$ cat src/rtl/msk_rnd_pkg.sv
// msk_rnd_pkg
// Shared definitions for the masking randomness feeder: LFSR geometry and
// feedback taps, seed word width, and the feeder FSM state encoding.
package msk_rnd_pkg;

  localparam int LFSR_W = 64;
  localparam int SEED_W = 32;

  // Galois right-shift feedback mask for x^64 + x^63 + x^61 + x^60 + 1.
  // The bit position for a term x^k is k-1, so the taps land on bits 63, 62, 60 and 59.
  localparam logic [LFSR_W-1:0] LFSR_TAPS = 64'hD800_0000_0000_0000;

  typedef enum logic [1:0] {
    UNSEEDED = 2'd0,
    SEED_LO  = 2'd1,
    SEED_HI  = 2'd2,
    RUN      = 2'd3
  } fsm_state_e;

endpackage

$ cat src/rtl/msk_lfsr_step.sv
// msk_lfsr_step
// Combinational STEPS-step unrolled advance of the 64-bit Galois LFSR.
// Ports:
//   state_i  current LFSR state
//   state_o  state after STEPS shifts
//   bits_o   bits shifted out of LFSR bit 0, first shifted bit in bits_o[0]
module msk_lfsr_step
  import msk_rnd_pkg::*;
#(
  parameter int STEPS = 2
) (
  input  logic [LFSR_W-1:0] state_i,
  output logic [LFSR_W-1:0] state_o,
  output logic [STEPS-1:0]  bits_o
);

  logic [LFSR_W-1:0] acc;

  always_comb begin
    acc    = state_i;
    bits_o = '0;
    for (int i = 0; i < STEPS; i++) begin
      bits_o[i] = acc[0];
      acc       = (acc >> 1) ^ (acc[0] ? LFSR_TAPS : '0);
    end
    state_o = acc;
  end

endmodule

$ cat src/rtl/msk_rnd_feeder.sv
// msk_rnd_feeder
// Feeds fresh randomness to NG parallel HPC3 AND gadgets of d shares each.
// A 64-bit Galois LFSR is seeded with two 32-bit beats (low word first) and
// then advanced RW steps per transfer. The bits shifted out form rnd_out.
// Ports:
//   clk, rst_n            clock, synchronous active-low reset
//   seed_in/valid/ready   seed word handshake
//   rnd_out/valid/ready   randomness handshake, one transfer per cycle at most
//   busy                  high whenever the FSM is not in RUN
//   words_out             saturating count of completed transfers
//
// state    | meaning
// UNSEEDED | waiting for the low seed word after reset or a zero seed
// SEED_LO  | waiting for the low seed word after a reseed request
// SEED_HI  | waiting for the high seed word
// RUN      | producing randomness; rnd_valid low only on the priming cycle
module msk_rnd_feeder
  import msk_rnd_pkg::*;
#(
  parameter  int d  = 2,
  parameter  int NG = 1,
  localparam int RW = NG * d * (d - 1)
) (
  input  logic              clk,
  input  logic              rst_n,
  input  logic [SEED_W-1:0] seed_in,
  input  logic              seed_valid,
  output logic              seed_ready,
  output logic [RW-1:0]     rnd_out,
  output logic              rnd_valid,
  input  logic              rnd_ready,
  output logic              busy,
  output logic [31:0]       words_out
);

  fsm_state_e        state_q, state_d;
  logic [LFSR_W-1:0] lfsr_q, lfsr_d;
  logic [RW-1:0]     rnd_q, rnd_d;
  logic              valid_q, valid_d;
  logic [31:0]       words_q, words_d;

  logic [LFSR_W-1:0] lfsr_adv;
  logic [RW-1:0]     bits_adv;
  logic              seed_ready_c;
  logic              xfer;
  logic [LFSR_W-1:0] seed_full;

  msk_lfsr_step #(.STEPS(RW)) u_step (
    .state_i (lfsr_q),
    .state_o (lfsr_adv),
    .bits_o  (bits_adv)
  );

  assign xfer      = valid_q && rnd_ready;
  assign seed_full = {seed_in, lfsr_q[SEED_W-1:0]};

  always_comb begin
    state_d      = state_q;
    lfsr_d       = lfsr_q;
    rnd_d        = rnd_q;
    valid_d      = valid_q;
    words_d      = words_q;
    seed_ready_c = 1'b0;

    case (state_q)
      UNSEEDED, SEED_LO: begin
        seed_ready_c = 1'b1;
        valid_d      = 1'b0;
        rnd_d        = '0;
        if (seed_valid) begin
          lfsr_d  = {lfsr_q[LFSR_W-1:SEED_W], seed_in};
          state_d = SEED_HI;
        end
      end
      SEED_HI: begin
        seed_ready_c = 1'b1;
        if (seed_valid) begin
          lfsr_d  = seed_full;
          // An all-zero state would lock the LFSR, so it is refused.
          state_d = (|seed_full) ? RUN : UNSEEDED;
        end
      end
      RUN: begin
        // Advance either to prime the first word or to replace a consumed one.
        if (!valid_q || xfer) begin
          lfsr_d  = lfsr_adv;
          rnd_d   = bits_adv;
          valid_d = 1'b1;
        end
        if (xfer && (words_q != 32'hFFFF_FFFF)) begin
          words_d = words_q + 32'd1;
        end
        // Reseed request wins: any transfer this cycle still counts, but the
        // output is withdrawn and the beat is left for SEED_LO to accept.
        if (seed_valid) begin
          state_d = SEED_LO;
          valid_d = 1'b0;
          rnd_d   = '0;
        end
      end
      default: begin
        state_d = UNSEEDED;
        valid_d = 1'b0;
        rnd_d   = '0;
      end
    endcase
  end

  always_ff @(posedge clk) begin
    if (!rst_n) begin
      state_q <= UNSEEDED;
      lfsr_q  <= '0;
      rnd_q   <= '0;
      valid_q <= 1'b0;
      words_q <= '0;
    end else begin
      state_q <= state_d;
      lfsr_q  <= lfsr_d;
      rnd_q   <= rnd_d;
      valid_q <= valid_d;
      words_q <= words_d;
    end
  end

  // Gating with rst_n keeps the seed port closed and busy asserted during the
  // reset cycle itself, not just after the reset edge.
  assign seed_ready = rst_n && seed_ready_c;
  assign busy       = !rst_n || (state_q != RUN);
  assign rnd_out    = rnd_q;
  assign rnd_valid  = valid_q;
  assign words_out  = words_q;

endmodule

$ cat config.mk
export PLATFORM = sky130hd
export DESIGN_NAME = msk_rnd_feeder
export DESIGN_NICKNAME = d
export VERILOG_FILES = /design/src/rtl/msk_rnd_pkg.sv /design/src/rtl/msk_lfsr_step.sv /design/src/rtl/msk_rnd_feeder.sv
export SDC_FILE = /design/constraint.sdc
export NUM_CORES = 1
export LEC_CHECK = 0
export CAP_MARGIN = 20
export CORE_MARGIN = 2
export CORE_UTILIZATION = 35
export CTS_BUF_LIST = sky130_fd_sc_hd__clkbuf_8
export CTS_CLUSTER_SIZE = 25
export DETAILED_ROUTE_END_ITERATION = 8
export PLACE_DENSITY_LB_ADDON = 0.05
export SETUP_SLACK_MARGIN = 0.02
export SYNTH_ARGS = -nofsm -noshare
export SYNTH_HDL_FRONTEND = slang
export SYNTH_SLANG_ARGS = --single-unit
$ cat constraint.sdc
create_clock -name clk -period 1.95 [get_ports clk]
set_input_delay 0.39 -clock clk [delete_from_list [all_inputs] [get_ports clk]]
set_output_delay 0.39 -clock clk [all_outputs]
set_load 0.02 [all_outputs]
# Yosys cells after proc, flatten, opt, wreduce, memory -nomap -nowiden
# Index checks and enable logic that the tools add are counted.
dict set report totals {
  ff_bits 101
  input_bits 36
  wordCells 56
}
dict set report classes {
  addsub 1
  eq_ne 10
  mux 18
  n_bitwise 4
  n_reduce_logical 17
}
# operator count
set ops {}
lappend ops {{two-way mux 64 bit} 4}
lappend ops {{case mux 64 bit (3 select lines)} 1}
lappend ops {{bitwise XOR 63 x 64 -> 64 bit} 2}
lappend ops {{OR reduction 64 bit} 1}
lappend ops {{adder 32 x 1 -> 32 bit (second input constant)} 1}
lappend ops {{two-way mux 32 bit} 1}
lappend ops {{inequality test 32 bit (second input constant)} 1}
lappend ops {{two-way mux 2 bit} 6}
lappend ops {{inequality test 2 bit (second input constant)} 5}
lappend ops {{AND reduction 3 bit} 3}
lappend ops {{case mux 2 bit (3 select lines)} 1}
lappend ops {{equality test 2 bit (second input constant)} 2}
lappend ops {{case mux 2 bit (2 select lines)} 1}
lappend ops {{AND reduction 2 bit} 2}
lappend ops {{logical AND 1 bit} 3}
lappend ops {{two-way mux 1 bit} 3}
lappend ops {{inequality test 3 bit (second input constant)} 1}
lappend ops {{OR reduction 3 bit} 1}
lappend ops {{equality test 2 x 1 -> 1 bit (second input constant)} 1}
lappend ops {{zero test 1 bit} 2}
lappend ops {{zero test 2 bit} 1}
lappend ops {{logical OR 1 bit} 2}
lappend ops {{NOT 1 bit} 2}
lappend ops {{case mux 1 bit (2 select lines)} 1}
lappend ops {{other kinds (2)} 2}

# Depth between registers and ports, before layout
dict set report depth {
  ltp_word 6
  mapped_depth 8
  ltp_nobuf 7
}

# Cells and area by module
# From an unflattened synthesis, not the netlist that was laid out.
dict set report unflattened {
  hier_cells 660
  area_unflattened_um2 5439.0
}
# module instances cells_per_inst area_each_um2
set modules_own_cells {}
lappend modules_own_cells {msk_rnd_feeder 1 594 4922.2}
lappend modules_own_cells {msk_lfsr_step 1 66 516.7}

# Least setup slack after synthesis
# No wires, ideal clock.
dict set report synth_path {
  path_kind {reg-to-reg}
  from {register words_q[0], in the netlist words_out[0]}
  to {register words_q[26], in the netlist words_out[26]}
  arrival_time_ns 1.914
  required_ns 1.831
  slack_ns -0.083
  path_stages_with_launch 8
  path_buffers 1
  path_cell_list {dfxtp_1 ha_1 nand4_1 or3_1 buf_2 nor3b_1 nand3_1 mux2i_1}
}
dict set report synth_between {
  elab_chain_len 3
  word_cells_on_any_way 4
  cone_classes {1 x add/sub; 1 x eq/ne; 2 x reduce/logical}
}
# item line
set synth_rtl {}
lappend synth_rtl {{start, declared} msk_rnd_feeder.sv:40} ;# logic [31:0] words_q, words_d;
lappend synth_rtl {{start signal, assigned} msk_rnd_feeder.sv:121} ;# words_q <= words_d;
lappend synth_rtl {{branches (longest 3 deep; another with adder 32 x 1 -> 32 bit)} --}
# Several ways; the timed one is not identified.
# A chain may end at the register's enable or synchronous reset.

# Final worst setup path
dict set report layout_path {
  from {register words_q[22], in the netlist words_out[22]}
  to {register words_q[17], in the netlist words_out[17]}
}
dict set report layout_between {
  elab_chain_len 3
}
# item line
set layout_rtl {}
lappend layout_rtl {{inequality test 32 bit} msk_rnd_feeder.sv:90} ;# if (xfer && (words_q != 32'hFFFF_FFFF)) begin
lappend layout_rtl {{logical AND 1 bit} msk_rnd_feeder.sv:90}
lappend layout_rtl {{AND reduction 2 bit (no line)} --}
# No other way between the ends.

==> flow_metrics.tcl <==
set metrics [dict create \
    timing.critical_path.from "words_out[22]" \
    synthSimpleGateAreaFrac 0.303 \
    synth_enable_flop_cells 0 \
    vias 4991 \
    synth_compound_area_frac 0.156 \
    worst-path-max-fanout 8 \
    power.density_cell_area_mw_per_mm2 583 \
    mostFrequentLayoutCell "sky130_fd_sc_hd__dfxtp_1" \
    hold_ws_ps 443 \
    final_cell_mix "93 x sky130_fd_sc_hd__dfxtp_1, 88 x sky130_fd_sc_hd__buf_4, 69 x sky130_fd_sc_hd__nand3_1" \
    via_per_inst 5.31 \
    first_global_vias 4780 \
    initial_standard_cell_utilization_of_the_core 0.355 \
    grt_setup_unrepaired "true" \
    area_growth_pct 36.7 \
    die_y_um 125 \
    gr-usage-all-layers 0.191 \
    number_of_buffers_on_the_longest_clock_path 2 \
    drc_errors 0 \
    area.sequential_mm2 0.00203 \
    cts_root_buffer "sky130_fd_sc_hd__clkbuf_8" \
    muxShareOfSynthArea 0.0735 \
    antenna_diode_count 0 \
    number_of_nets_in_the_synthesized_netlist 659 \
    tritoncts "yes" \
    max_cap_viol_count 0 \
    critical_path_arrival_ps 2150 \
    synth_xor_xnor_area_share 0.0239 \
    placement.io_buffers 72 \
    ys_types 48 \
    detail_route.wl_per_cell_um 15.9 \
    synth_cells 621 \
    startpoint_type "flip-flop" \
    ios 73 \
    worstSkewPairLatency_ps 380 \
    finish.net_count 790 \
    main_combinational_cell_family_by_area_after_synthesis "simple AND/OR/NAND/NOR gates" \
    detail_route.first_pass.iterations 5 \
    synth_area_per_cell_um2 8.25 \
    async_flop_share 0 \
    synthTopCellsByArea "sky130_fd_sc_hd__dfxtp_1 39%, sky130_fd_sc_hd__nand3_1 6.8%, sky130_fd_sc_hd__mux2_2 6.4%" \
    grt.overflow.total 0 \
    utilization 0.486 \
    run_status "finished clean" \
    vdd_drop_max_mv 0.268 \
    power.leakage_nw 2.52 \
    floorplan.die_area_mm2 0.0156 \
    synth_top_area_frac 0.395 \
    number_of_synthesis_warnings 0 \
    synth-seq-area-share 0.395 \
    syn-cell-area_mm2 0.00512 \
    postSynthRegisterBits 101 \
    setup_viol 0 \
    critical_path.endpoint_type "flip-flop" \
    multi_input_comb_area_mm2 0.00301 \
    rows 44 \
    path_common_cell "sky130_fd_sc_hd__buf_6" \
    path_cells "nand4_1 -> or4_4 -> o211ai_4 -> buf_6 -> buf_6 -> xor2_1 -> nor2_1" \
    wire_length_of_the_first_global_routing_pass_um 24500 \
    cts_inserted_buffers 9 \
    grt_antenna_before_repair 0 \
    yosys.area_share.adder 0.00488 \
    final-hold-violation-count 0 \
    core_region_area_mm2 0.0144 \
    post-route-period-util 0.962 \
    die_width_um 125 \
    tightestPinTransition_ps 443 \
    last_weighted_congestion_value_of_the_routability_driven_placer 0.791 \
    dp_cells 922 \
    fin_total_pwr_mw 4.08 \
    place_area_mm2 0.00666 \
    grt_start_max_net_pins 66 \
    layout-drive-gt1-share 0.226 \
    cts_max_level 3 \
    max_stage_delay_ps 570 \
    synth_area_leader_cell "sky130_fd_sc_hd__dfxtp_1" \
    max-slew-margin-rel 0.705 \
    worst_clock_skew_ps 13.1 \
    dp.final_hpwl_um 10300 \
    routed_wirelength_um 14900 \
    worst_setup_hold_path_clk_slew_ps 90 \
    clock.fmax_mhz 533 \
    period_needed_ps 1880 \
    drt_iter0_markers 306 \
    finish.cell_count_without_fillers 940 \
    worstHoldPathType "input port to flip-flop" \
    critical-path-slowest-cell "sky130_fd_sc_hd__or4_4" \
    clock-sinks 101 \
    worstHoldStart "seed_in[18]" \
    cp_data_required_time_ps 2220 \
    slew_violations 0 \
    n_fill_cell 1459 \
    r2r-start "words_out[22]" \
    setup.worst_path.class "flip-flop to flip-flop" \
    design_area_mm2 0.00700 \
    drt.antenna.violating_nets 0 \
    yosys_most_used_dff "sky130_fd_sc_hd__dfxtp_1" \
]
-- report_power, final --
group	switching, mW	leakage, nW	total, mW	internal [mW]
clock network	0.714	0.0957	1.19	0.476
logic	0.349	1.60	0.678	0.329
registers	0.0700	0.826	2.21	2.14
-- registers in the layout, indices dropped and copies added, names as in the netlist --
register,cells
state_q,2
lfsr_q,64
rnd_out,2
words_out,32
rnd_valid,1
-- synth_stat cells, drive strengths merged (5+ instances only) --
cell,count
nand4,14
nor2b,6
a211oi,7
nand2b,36
mux2i,5
mux2,29
o21ai,15
nand2,59
xnor2,13
inv,6
nand3,70
clkbuf,38
buf,12
a21oi,51
or3,14
o211ai,7
nor4,23
nor2,50
a311oi,29
dfxtp,101
-- cells by family after synthesis --
kind of cell               count (synthesis)
DFF                                      101
and+or+nand+nor                          293
adders and majority gates                  2
muxes                                     34
buffers and inverters                     56
xor gates and xnor gates                  14
AOI/OAI and AO/OA                        121
-- routing by layer --
layer  vias to the layer above  track usage  part of all wire
met3                        13       0.0270             0.035
met1                      2369        0.286              0.52
met4                         0       0.0588             0.014
met5                         -            0                 0
li1                       2521            -                 -
met2                        88        0.283              0.43
-- final cells by class --
cell class / count / share of cell area
Timing Repair Buffer: 170 / 0.221
Clock buffer: 10 / 0.0197
Inverter: 6 / 0.00322
Multi-Input combinational cell: 464 / 0.430
Clock inverter: 5 / 0.00304
Tap cell: 184 / 0.0329
Sequential cell: 101 / 0.291
-- worst paths after layout --
check / end / depth (start not counted) / slack (ps)
setup / recovery: words_out[17] / 7 / 70
hold / removal: lfsr_q[18] / 3 / 440
setup reg to reg: words_out[17] / 7 / 70
hold reg to reg: lfsr_q[52] / 2 / 460
-- timing repair --
action / 4_1_cts / 5_1_grt
hold buffers: 0 / 0
endpoints found under the setup margin: 7 / 43
resized for setup: 9 / 31
pin swaps: 2 / 13
buffers inserted: 0 / 3
-- stage by stage --
| stage | setup TNS [ps] | worst slack (ps) |
|---|---|---|
| detailed placement | -9120 | -565 |
| floorplan | 0 | 21.4 |
| global route | -7.39 | -7.39 |
| finish | 0 | 73.5 |
| CTS | 0 | 26.5 |
| global placement | -8470 | -629 |
-- worst max-delay path: cells and delay by family (launching register included) --
family / cells / cell delay, ps
and+or+nand+nor: 3 / 800
buffers and inverters: 2 / 260
xor gates and xnor gates: 1 / 130
AOI/OAI and AO/OA: 1 / 240
DFF: 1 / 350
Note: power is estimated with default switching activity, not from simulation.
